<file path="src/rtl/fwd_hazard_unit.sv">
// EX-stage operand forwarding and load-use hazard detection.
// Tracks the EX/MEM and MEM/WB destination fields and counts stall cycles.
module fwd_hazard_unit #(
  parameter int REG_W = 5,
  parameter int CNT_W = 32
) (
  input  logic             CLK,
  input  logic             RST,
  input  logic             ex_en,
  input  logic             ex_flush,
  input  logic [REG_W-1:0] idex_rs,
  input  logic [REG_W-1:0] idex_rt,
  input  logic             idex_uses_rs,
  input  logic             idex_uses_rt,
  input  logic [REG_W-1:0] idex_wsel,
  input  logic             idex_regwen,
  input  logic             idex_memread,
  output logic [1:0]       forwarda,
  output logic [1:0]       forwardb,
  output logic             load_stall,
  output logic [CNT_W-1:0] stall_count
);

  logic [REG_W-1:0] em_wsel;
  logic             em_wen;
  logic             em_load;
  logic [REG_W-1:0] mw_wsel;
  logic             mw_wen;

  logic em_hit_rs, em_hit_rt, mw_hit_rs, mw_hit_rt;

  function automatic logic reg_hit(input logic             wen,
                                   input logic [REG_W-1:0] wsel,
                                   input logic [REG_W-1:0] r);
    return wen && (wsel == r) && (r != '0);
  endfunction

  // A matching load in EX/MEM has no data yet, so it falls through to MEM/WB.
  function automatic logic [1:0] fwd_sel(input logic uses,
                                         input logic em_h,
                                         input logic em_ld,
                                         input logic mw_h);
    logic [1:0] sel;
    sel = 2'b00;
    if (uses) begin
      if (em_h && !em_ld) sel = 2'b01;
      else if (mw_h)      sel = 2'b10;
    end
    return sel;
  endfunction

  always_comb begin
    em_hit_rs  = reg_hit(em_wen, em_wsel, idex_rs);
    em_hit_rt  = reg_hit(em_wen, em_wsel, idex_rt);
    mw_hit_rs  = reg_hit(mw_wen, mw_wsel, idex_rs);
    mw_hit_rt  = reg_hit(mw_wen, mw_wsel, idex_rt);
    load_stall = em_load && ((idex_uses_rs && em_hit_rs) || (idex_uses_rt && em_hit_rt));
    forwarda   = fwd_sel(idex_uses_rs, em_hit_rs, em_load, mw_hit_rs);
    forwardb   = fwd_sel(idex_uses_rt, em_hit_rt, em_load, mw_hit_rt);
  end

  // Shadow pipeline advance: EX/MEM -> MEM/WB, ID/EX (or bubble) -> EX/MEM
  always_ff @(posedge CLK) begin
    if (RST) begin
      em_wsel     <= '0;
      em_wen      <= 1'b0;
      em_load     <= 1'b0;
      mw_wsel     <= '0;
      mw_wen      <= 1'b0;
      stall_count <= '0;
    end else if (ex_en) begin
      mw_wsel <= em_wsel;
      mw_wen  <= em_wen;
      if (load_stall || ex_flush) begin
        em_wsel <= '0;
        em_wen  <= 1'b0;
        em_load <= 1'b0;
      end else begin
        em_wsel <= idex_wsel;
        em_wen  <= idex_regwen;
        em_load <= idex_memread;
      end
      if (load_stall) stall_count <= stall_count + 1'b1;
    end
  end

endmodule

</file>
<file path="config.mk">
export PLATFORM = sky130hd
export DESIGN_NAME = fwd_hazard_unit
export DESIGN_NICKNAME = d
export VERILOG_FILES = /design/src/rtl/fwd_hazard_unit.sv
export SDC_FILE = /design/constraint.sdc
export NUM_CORES = 1
export LEC_CHECK = 0
export ABC_AREA = 0
export CAP_MARGIN = 20
export CELL_PAD_IN_SITES_DETAIL_PLACEMENT = 0
export CELL_PAD_IN_SITES_GLOBAL_PLACEMENT = 1
export CORE_MARGIN = 1.5
export CORE_UTILIZATION = 37
export CTS_CLUSTER_DIAMETER = 200
export CTS_CLUSTER_SIZE = 30
export DETAILED_ROUTE_END_ITERATION = 12
export GPL_TIMING_DRIVEN = 1
export PLACE_DENSITY_LB_ADDON = 0.1
export SETUP_SLACK_MARGIN = 0.05
export SLEW_MARGIN = 25
export SYNTH_ARGS = -nofsm -noshare
export SYNTH_HDL_FRONTEND = slang
export SYNTH_SLANG_ARGS = --single-unit
</file>
<file path="constraint.sdc">
create_clock -name CLK -period 3.2 [get_ports CLK]
set_clock_uncertainty 0.1 [all_clocks]
set_input_delay 0.64 -clock CLK [delete_from_list [all_inputs] [get_ports CLK]]
set_output_delay 0.64 -clock CLK [all_outputs]
set_load 0.01 [all_outputs]
</file>
* Word-level counts from Yosys, hierarchy flattened
Index checks and enable logic that the tools add are counted.
** Operators by class
- Reduce and logical (&&, ||, !) cells :: 19
- Equal/unequal tests :: 4
- $add $sub $neg :: 1
- Multiplexer cells :: 9
** Operators with widths (number)
- $add A32 B1 Y32 const B :: 1
- $eq A5 B5 Y1 :: 4
- $logic_and A1 B1 Y1 :: 13
- $mux W2 :: 6
- $reduce_bool A5 Y1 :: 2
- $mux W5 :: 1
- $logic_or A1 B1 Y1 :: 2
- $mux W1 :: 2
- $reduce_and A2 Y1 :: 1
- $logic_not A1 Y1 :: 1
** Storage, ports and cells
- Output and inout bits :: 37
- Logic and storage cells :: 39
- Register bits :: 45
- Input port bits :: 23

* Depth between registers and ports, before layout
Gate-level depths: netlist of the first run.
- Depth in word-level cells :: 8
- Mapped depth :: 7
- Gate-level depth less buffers :: 6

* Worst setup path after synthesis of the first run
No wires, ideal clock.
- Path type :: input port to output port
- Start :: input port idex_rt[0]
- End :: output port load_stall
- Path slack :: 0.531 ns
- Stages on the path :: 5
- Required time :: 2.460 ns
- Buffers on the path :: 0
- Arrival time :: 1.929 ns
- Cell sequence :: or3_1 > o311ai_2 > nor3_1 > o21ai_1 > inv_1
** On the way
- Word-level cells in the longest chain between the ends :: 6
- Elaborated cells on any way between the ends :: 7
- Those cells by class :: 1 x eq/ne; 6 x reduce/logical
** RTL lines
- from (decl) :: RTL line 12 : input logic [REG_W-1:0] idex_rt,
- $eq A5 B5 Y1 :: RTL line 35 : return wen && (wsel == r) && (r != '0);
- $logic_and A1 B1 Y1 :: RTL line 35
- $logic_and A1 B1 Y1 * :: RTL line 35
- $logic_and A1 B1 Y1 * :: RTL line 57 : load_stall = em_load && ((idex_uses_rs && em_hit_rs) || (idex_uses_rt && em_hit_rt));
- $logic_or A1 B1 Y1 * :: RTL line 57
- $logic_and A1 B1 Y1 * :: RTL line 57
- to (decl) :: RTL line 20 : output logic load_stall,
Every way passes the cells marked *; elsewhere a longest branch is shown, timed or not.

* Worst setup path after layout of the first run
- Start :: input port idex_rs[0]
- End :: output port forwarda[1]
** On the way
- Word-level cells in the longest chain between the ends :: 6
- Elaborated cells on any way between the ends :: 11
- Those cells by class :: 2 x eq/ne; 3 x mux; 6 x reduce/logical
** RTL lines
- from (decl) :: RTL line 11 : input logic [REG_W-1:0] idex_rs,
- $eq A5 B5 Y1 :: RTL line 35
- $logic_and A1 B1 Y1 (2 in series) :: RTL line 35
- $mux W2 / $logic_and A1 B1 Y1 (equally long branches) :: RTL line 47, 46
- $mux W2 * :: RTL line 46 : if (em_h && !em_ld) sel = 2'b01;
- $mux W2 * :: RTL line 45 : if (uses) begin
- to (decl) :: RTL line 18 : output logic [1:0] forwarda,
Marked as above.

==> results.py, run 1 <==
metrics = {
    "floorplan": {
        "core_um2": 6910,
        "num_rows": 30,
        "die_y_um": 88.2,
        "num_io_pins": 60,
        "die_area_um2": 7790,
        "start_util": 0.389,
        "die_w_um": 88.2,
    },
    "setup_path": {
        "start_kind": "input port",
        "r2r_cells": 8,
        "critPathMaxStageDelay_ps": 560,
        "arrival_ps": 2320,
        "r2r_end": "stall_count[31]",
        "path_cells": "clkdlybuf4s50_1 > or4_4 > a21oi_4 > nor4_2 > a211oi_1 > clkdlybuf4s15_1",
        "crit_required_ps": 2460,
        "reg2reg_from": "em_wsel[1]",
        "path_class": "in2out",
        "worstSetupEndpointType": "output pin",
        "slowest_stage": "or4_4",
        "path_max_fanout": 2,
        "r2r_setup_slack_ps": 560,
    },
    "sta": {
        "fmax_mhz": 327,
        "setup_viol_count_final": 0,
        "hold_violations": 0,
        "post-route-min-period_ps": 3060,
        "setup_slack_ps": 138,
        "tns_ps": 0,
        "fin_crit_sh": 0.957,
        "slew_viol_final": 0,
        "rsz0062_at_grt": "false",
        "worst_pin_slew_ps": 806,
        "slew_headroom": 0.462,
        "hold_ws_ps": 431,
    },
    "logic_synthesis": {
        "async_flop_share": 0,
        "synth_cells": 321,
        "synth_edf_count": 0,
        "synth_cell_types": 38,
        "yosys.area_share.simple": 0.298,
        "syn-cell-area_um2": 2690,
        "synth-xor-area-share": 0.0554,
        "synthAdderAreaFrac": 0.00465,
        "synth.avg_cell_area_um2": 8.38,
        "synth-compound-area-share": 0.114,
        "ys.flop_type": "dfxtp_1",
        "synth_seq_cells": 45,
        "syn_nets": 345,
        "synth_top_family_by_area": "simple AND/OR/NAND/NOR gates",
        "synthMuxAreaShare": 0.148,
        "ys_warn_count": 0,
        "ys_seq_area_frac": 0.335,
    },
    "pwr": {
        "internal-power_uw": 799,
        "pwr-share-clk": 0.347,
        "ir_drop_uv": 178,
        "p_leak_nw": 1.36,
        "p_comb_frac": 0.109,
        "seqPwrFrac": 0.544,
        "p_per_area_nw_per_um2": 292,
        "p_sw_uw": 253,
        "swShare": 0.240,
    },
    "placement": {
        "hpwlAfterDp_um": 4870,
        "gp_congestion": 0.804,
        "placed_area_um2": 3470,
        "place_ws_ps": -258,
        "portBuffers": 59,
    },
    "drt": {
        "routed-via-count": 2524,
        "vias_per_cell": 5.21,
        "firstDrtPassIters": 4,
        "ant_nets": 0,
        "wl_per_cell_um": 13.9,
        "drc": 0,
        "drt_iter0_drc": 98,
        "wl_um": 6750,
    },
    "worst_hold_path": {
        "min_path_type": "reg2reg",
        "whs_endpoint": "stall_count[1]",
        "hold_start": "stall_count[1]",
        "hold_depth": 2,
    },
    "cells_and_area": {
        "finalNetCount": 412,
        "fillers": 684,
        "final_cell_mix": "clkdlybuf4s50_1 (53), dfxtp_1 (45), nor2_1 (42), nor2b_1 (30), mux2_1 (29)",
        "design_area_um2": 3600,
        "drive_gt1_frac": 0.108,
        "layout_commonest_cell": "clkdlybuf4s50_1",
        "areaGrowthSynthToFinish_pct": 33.8,
        "num_antenna_cells": 0,
    },
    "clock_tree": {
        "hold_buffers": 0,
        "clkSinkCount": 45,
        "cts_buffer_depth": 2,
        "cts_tree": "done",
        "clk_latency_ps": 290,
        "cts_buffers": 5,
        "clkTransAtPathRegs_ps": 80,
        "htree_levels": 2,
        "cts_root_buf": "clkbuf_8",
    },
    "job": {
        "cap_violations": 0,
    },
    "grt": {
        "grt_pass1_wl_um": 11200,
        "grt_util_all_layers": 0.180,
        "overflow": 0,
        "grt_start_max_net_pins": 41,
        "antenna_found_initial": 0,
        "first_global_vias": 2364,
    },
    "outcome": {
        "status": "finished clean",
    },
}
==> kinds of logic after synthesis <==
group                      after synthesis
adders and majority gates                1
xor gates and xnor gates                17
AOI/OAI and AO/OA                       45
DFF                                     45
buffers and inverters                   25
and+or+nand+nor                        152
muxes                                   36
==> power groups by stage <==
stage / logic [mW] / registers [mW] / clock network, mW
final: 0.115 / 0.572 / 0.365
after floorplan: 0.0523 / 0.583 / 0
after CTS: 0.115 / 0.573 / 0.377
after global routing: 0.126 / 0.573 / 0.395
after detailed placement: 0.109 / 0.586 / 0
after global placement: 0.107 / 0.586 / 0
==> how the worst max path moves through the flow <==
| stage | from | end | slack, ps | cells after the start |
|---|---|---|---|---|
| finish | idex_rs[0] | forwarda[1] | 140 | 6 |
| global route | idex_rt[0] | forwardb[1] | 50 | 6 |
| CTS | idex_rs[3] | load_stall | 40 | 8 |
| detailed placement | idex_rs[0] | forwarda[1] | -260 | 6 |
| global placement | idex_rs[0] | forwarda[1] | -230 | 6 |
| floorplan | idex_rt[0] | load_stall | 530 | 5 |
==> final cells by class <==
cell class	count	area [um^2]	share of cell area
inverters	3	11.3	0.00313
flip-flops and latches	45	901	0.250
clock buffers	7	86.3	0.0240
multi-input cells	251	1700	0.474
repair buffers	82	774	0.215
well taps	96	120	0.0334
==> routing by layer <==
| layer | global-route usage | wire length (um) |
|---|---|---|
| met1 | 0.254 | 3420 |
| met2 | 0.288 | 3090 |
| met4 | 0.0469 | 38 |
| met5 | 0 | 0 |
| met3 | 0.0280 | 195 |
==> critical path: cells and delay by family <==
kind | cells | cell delay (ps)
buffers and inverters | 2 | 690
and+or+nand+nor | 2 | 630
AOI/OAI and AO/OA | 2 | 370
==> stage by stage <==
stage          utilization  cells  total power, mW
5_1_grt              0.521    484             1.10
4_1_cts              0.520    484             1.07
3_3_place_gp         0.503    476            0.693
3_5_place_dp         0.503    476            0.695
6_report             0.521    484             1.05
2_1_floorplan            -    321            0.635
==> flip-flops by register name, summed over array words and instances, names as in the netlist <==
| signal | flops |
|---|---|
| mw_wen | 1 |
| mw_wsel | 5 |
| em_load | 1 |
| stall_count | 32 |
| em_wen | 1 |
| em_wsel | 5 |
==> synthesized netlist by cell type, drive strengths merged, types with 3 or more instances <==
| master | instances | area share |
|---|---|---|
| a211oi | 5 | 0.020 |
| a21oi | 28 | 0.054 |
| a32o | 7 | 0.026 |
| and2 | 4 | 0.0093 |
| and3 | 7 | 0.016 |
| and4 | 3 | 0.0098 |
| buf | 12 | 0.027 |
| clkbuf | 10 | 0.014 |
| dfxtp | 45 | 0.34 |
| inv | 3 | 0.0042 |
| mux2 | 30 | 0.13 |
| mux2i | 6 | 0.022 |
| nand2 | 12 | 0.017 |
| nand3 | 17 | 0.032 |
| nand4 | 17 | 0.040 |
| nor2 | 42 | 0.059 |
| nor2b | 30 | 0.070 |
| nor3 | 10 | 0.019 |
| nor4 | 4 | 0.012 |
| o21ai | 3 | 0.0056 |
| xnor2 | 11 | 0.036 |
| xor2 | 6 | 0.020 |
==> repair_timing <==
| action | CTS | global route |
|---|---|---|
| setup buffers | 1 | 0 |
| endpoints found under the setup margin | 5 | 2 |
| pin swaps | 3 | 3 |
| resized for setup | 13 | 2 |
Note: power is estimated with default switching activity, not from simulation.
==> run 2: changes to the inputs <==
--- a/config.mk
+++ b/config.mk
@@ -10,7 +10,7 @@
 export CELL_PAD_IN_SITES_DETAIL_PLACEMENT = 0
 export CELL_PAD_IN_SITES_GLOBAL_PLACEMENT = 1
 export CORE_MARGIN = 1.5
-export CORE_UTILIZATION = 37
+export CORE_UTILIZATION = 40
 export CTS_CLUSTER_DIAMETER = 200
 export CTS_CLUSTER_SIZE = 30
 export DETAILED_ROUTE_END_ITERATION = 12
==> constraint.sdc (replaced) <==
create_clock -name CLK -period 3.7 [get_ports CLK]
set_clock_uncertainty 0.1 [all_clocks]
set_input_delay 0.74 -clock CLK [delete_from_list [all_inputs] [get_ports CLK]]
set_output_delay 0.74 -clock CLK [all_outputs]
set_load 0.01 [all_outputs]
==> run 2 against run 1 <==
The run now ends with design-rule violations left. First-iteration DRC count is 21% higher. Non-clock buffer count is 10 lower. Global-route usage is 0.74 points higher. Register-to-register slack better by 610 ps. Power is 6.8% lower. Sequential share of layout area is 0.66 points higher. Critical path type unchanged.
==> results.py, run 2 (same netlist as run 1, synthesis figures left out) <==
metrics = {
    "outcome": {
        "status": "complete, but fails checks",
        "violations": "design-rule violations",
    },
    "worst_hold_path": {
        "min_path_type": "reg2reg",
    },
    "clock_tree": {
        "clk_latency_ps": 300,
        "cts_tree": "done",
        "cts_buffer_depth": 2,
        "cts_buffers": 5,
        "hold_buffers": 0,
        "clkTransAtPathRegs_ps": 80,
        "clkSinkCount": 45,
        "cts_root_buf": "clkbuf_8",
        "htree_levels": 2,
    },
    "floorplan": {
        "die_w_um": 85.0,
        "die_area_um2": 7220,
        "num_rows": 29,
        "num_io_pins": 60,
        "core_um2": 6420,
        "die_y_um": 85.0,
        "start_util": 0.419,
    },
    "sta": {
        "slew_headroom": 0.351,
        "hold_violations": 0,
        "fmax_mhz": 280,
        "post-route-min-period_ps": 3580,
        "worst_pin_slew_ps": 971,
        "setup_slack_ps": 125,
        "setup_viol_count_final": 0,
        "tns_ps": 0,
        "rsz0062_at_grt": "true",
        "slew_viol_final": 0,
        "fin_crit_sh": 0.966,
    },
    "drt": {
        "wl_per_cell_um": 14.5,
        "routed-via-count": 2481,
        "vias_per_cell": 5.44,
        "drc": 4,
        "drt_iter0_drc": 119,
        "firstDrtPassIters": 8,
        "wl_um": 6600,
        "ant_nets": 0,
    },
    "grt": {
        "grt_pass1_wl_um": 10900,
        "first_global_vias": 2307,
        "antenna_found_initial": 0,
        "grt_util_all_layers": 0.188,
        "grt_start_max_net_pins": 43,
        "overflow": 0,
    },
    "pwr": {
        "p_per_area_nw_per_um2": 280,
        "p_leak_nw": 1.35,
        "ir_drop_uv": 185,
    },
    "setup_path": {
        "cpLargestDelayFamily": "buffers and inverters",
        "slowest_stage": "or4_4",
        "critPathMostFrequentCell": "clkdlybuf4s50_1",
        "arrival_ps": 2740,
        "path_max_fanout": 3,
        "worstSetupEndpointType": "output pin",
        "path_class": "in2out",
        "critPathMaxStageDelay_ps": 550,
        "path_cells": "clkdlybuf4s50_1 > or4_4 > a21oi_2 > buf_4 > nor4_1 > and2_1 > clkdlybuf4s50_1",
        "crit_required_ps": 2860,
        "path_buf_inv": 3,
        "start_kind": "input port",
    },
    "cells_and_area": {
        "final_cell_mix": "clkdlybuf4s50_1 (55), dfxtp_1 (45), nor2_1 (42), nor2b_1 (30), mux2_1 (29)",
        "drive_gt1_frac": 0.0765,
        "largest_reg_flops": 32,
        "areaGrowthSynthToFinish_pct": 30.3,
        "layout_commonest_cell": "clkdlybuf4s50_1",
        "largest_register": "stall_count",
        "fin_cells": 456,
        "top_regs": "stall_count x32, em_wsel x5, mw_wsel x5",
        "finalNetCount": 402,
        "num_antenna_cells": 0,
        "fillers": 607,
    },
    "placement": {
        "hpwlAfterDp_um": 4740,
        "place_ws_ps": 3.75,
        "portBuffers": 59,
        "dp.cells": 447,
        "gp_congestion": 0.832,
    },
    "job": {
        "cap_violations": 0,
    },
}
[run 2: cell types whose count changed in the layout (fill, tap and decap cells not counted), sizes merged]
| cell | delta |
|---|---|
| buf | -11 |
| bufinv | +1 |
| clkdlybuf4s15 | -1 |
| clkdlybuf4s50 | +2 |
| dlygate4sd2 | -2 |
| dlymetal6s2s | +2 |
[run 2: per-stage QoR]
stage	utilization	total power, mW	hold slack, ps	cell area (um^2)
3_5_place_dp	0.524	0.593	419	3360
3_3_place_gp	0.524	0.592	411	3360
2_1_floorplan	-	0.549	382	2690
4_1_cts	0.542	0.985	432	3480
6_report	0.546	0.980	426	3500
5_1_grt	0.546	1.02	451	3500
[run 2: final timing paths]
path                   from              end  slack, ps  cells past startpoint
max              idex_rs[0]      forwarda[0]        120                      7
min          stall_count[1]   stall_count[1]        430                      2
max reg2reg      em_wsel[1]  stall_count[31]       1170                      7
min reg2reg  stall_count[1]   stall_count[1]        430                      2
[run 2: timing repair]
action                                  4_1_cts  5_1_grt
buffers inserted                              0        1
endpoints found under the setup margin        1        2
pin swaps                                     0        2
cloned                                        0        0
resized for setup                             1        4
[run 2: final cells by class]
cell class | instances | area (um^2) | share of cell area
clock buffer | 7 | 86.3 | 0.0246
clock inverter | 1 | 30.0 | 0.00857
inverter | 3 | 11.3 | 0.00321
multi-input combinational | 251 | 1680 | 0.479
sequential | 45 | 901 | 0.257
tap | 77 | 96.3 | 0.0275
timing repair buffer | 72 | 699 | 0.200
[run 2: power by group]
group	leakage, nW	internal [mW]	switching (mW)
clock network	0.0585	0.220	0.174
logic	0.924	0.0480	0.0425
registers	0.363	0.488	0.00669
[run 2: metal layers]
metal / up-vias / wire, um / global-route usage
li1: 1254 / - / -
met1: 1164 / 3110 / 0.240
met2: 58 / 3150 / 0.317
met3: 5 / 285 / 0.0477
met4: 0 / 57 / 0.0447
met5: - / 0 / 0
[run 2: worst reg2reg max path, cell delays in order, from the launching register on]
cell      delay (ps)
dfxtp_1          530
and2_1           200
a21oi_2           50
buf_4            140
or4_1            570
buf_12           200
a211oi_1         300
mux2_1           340
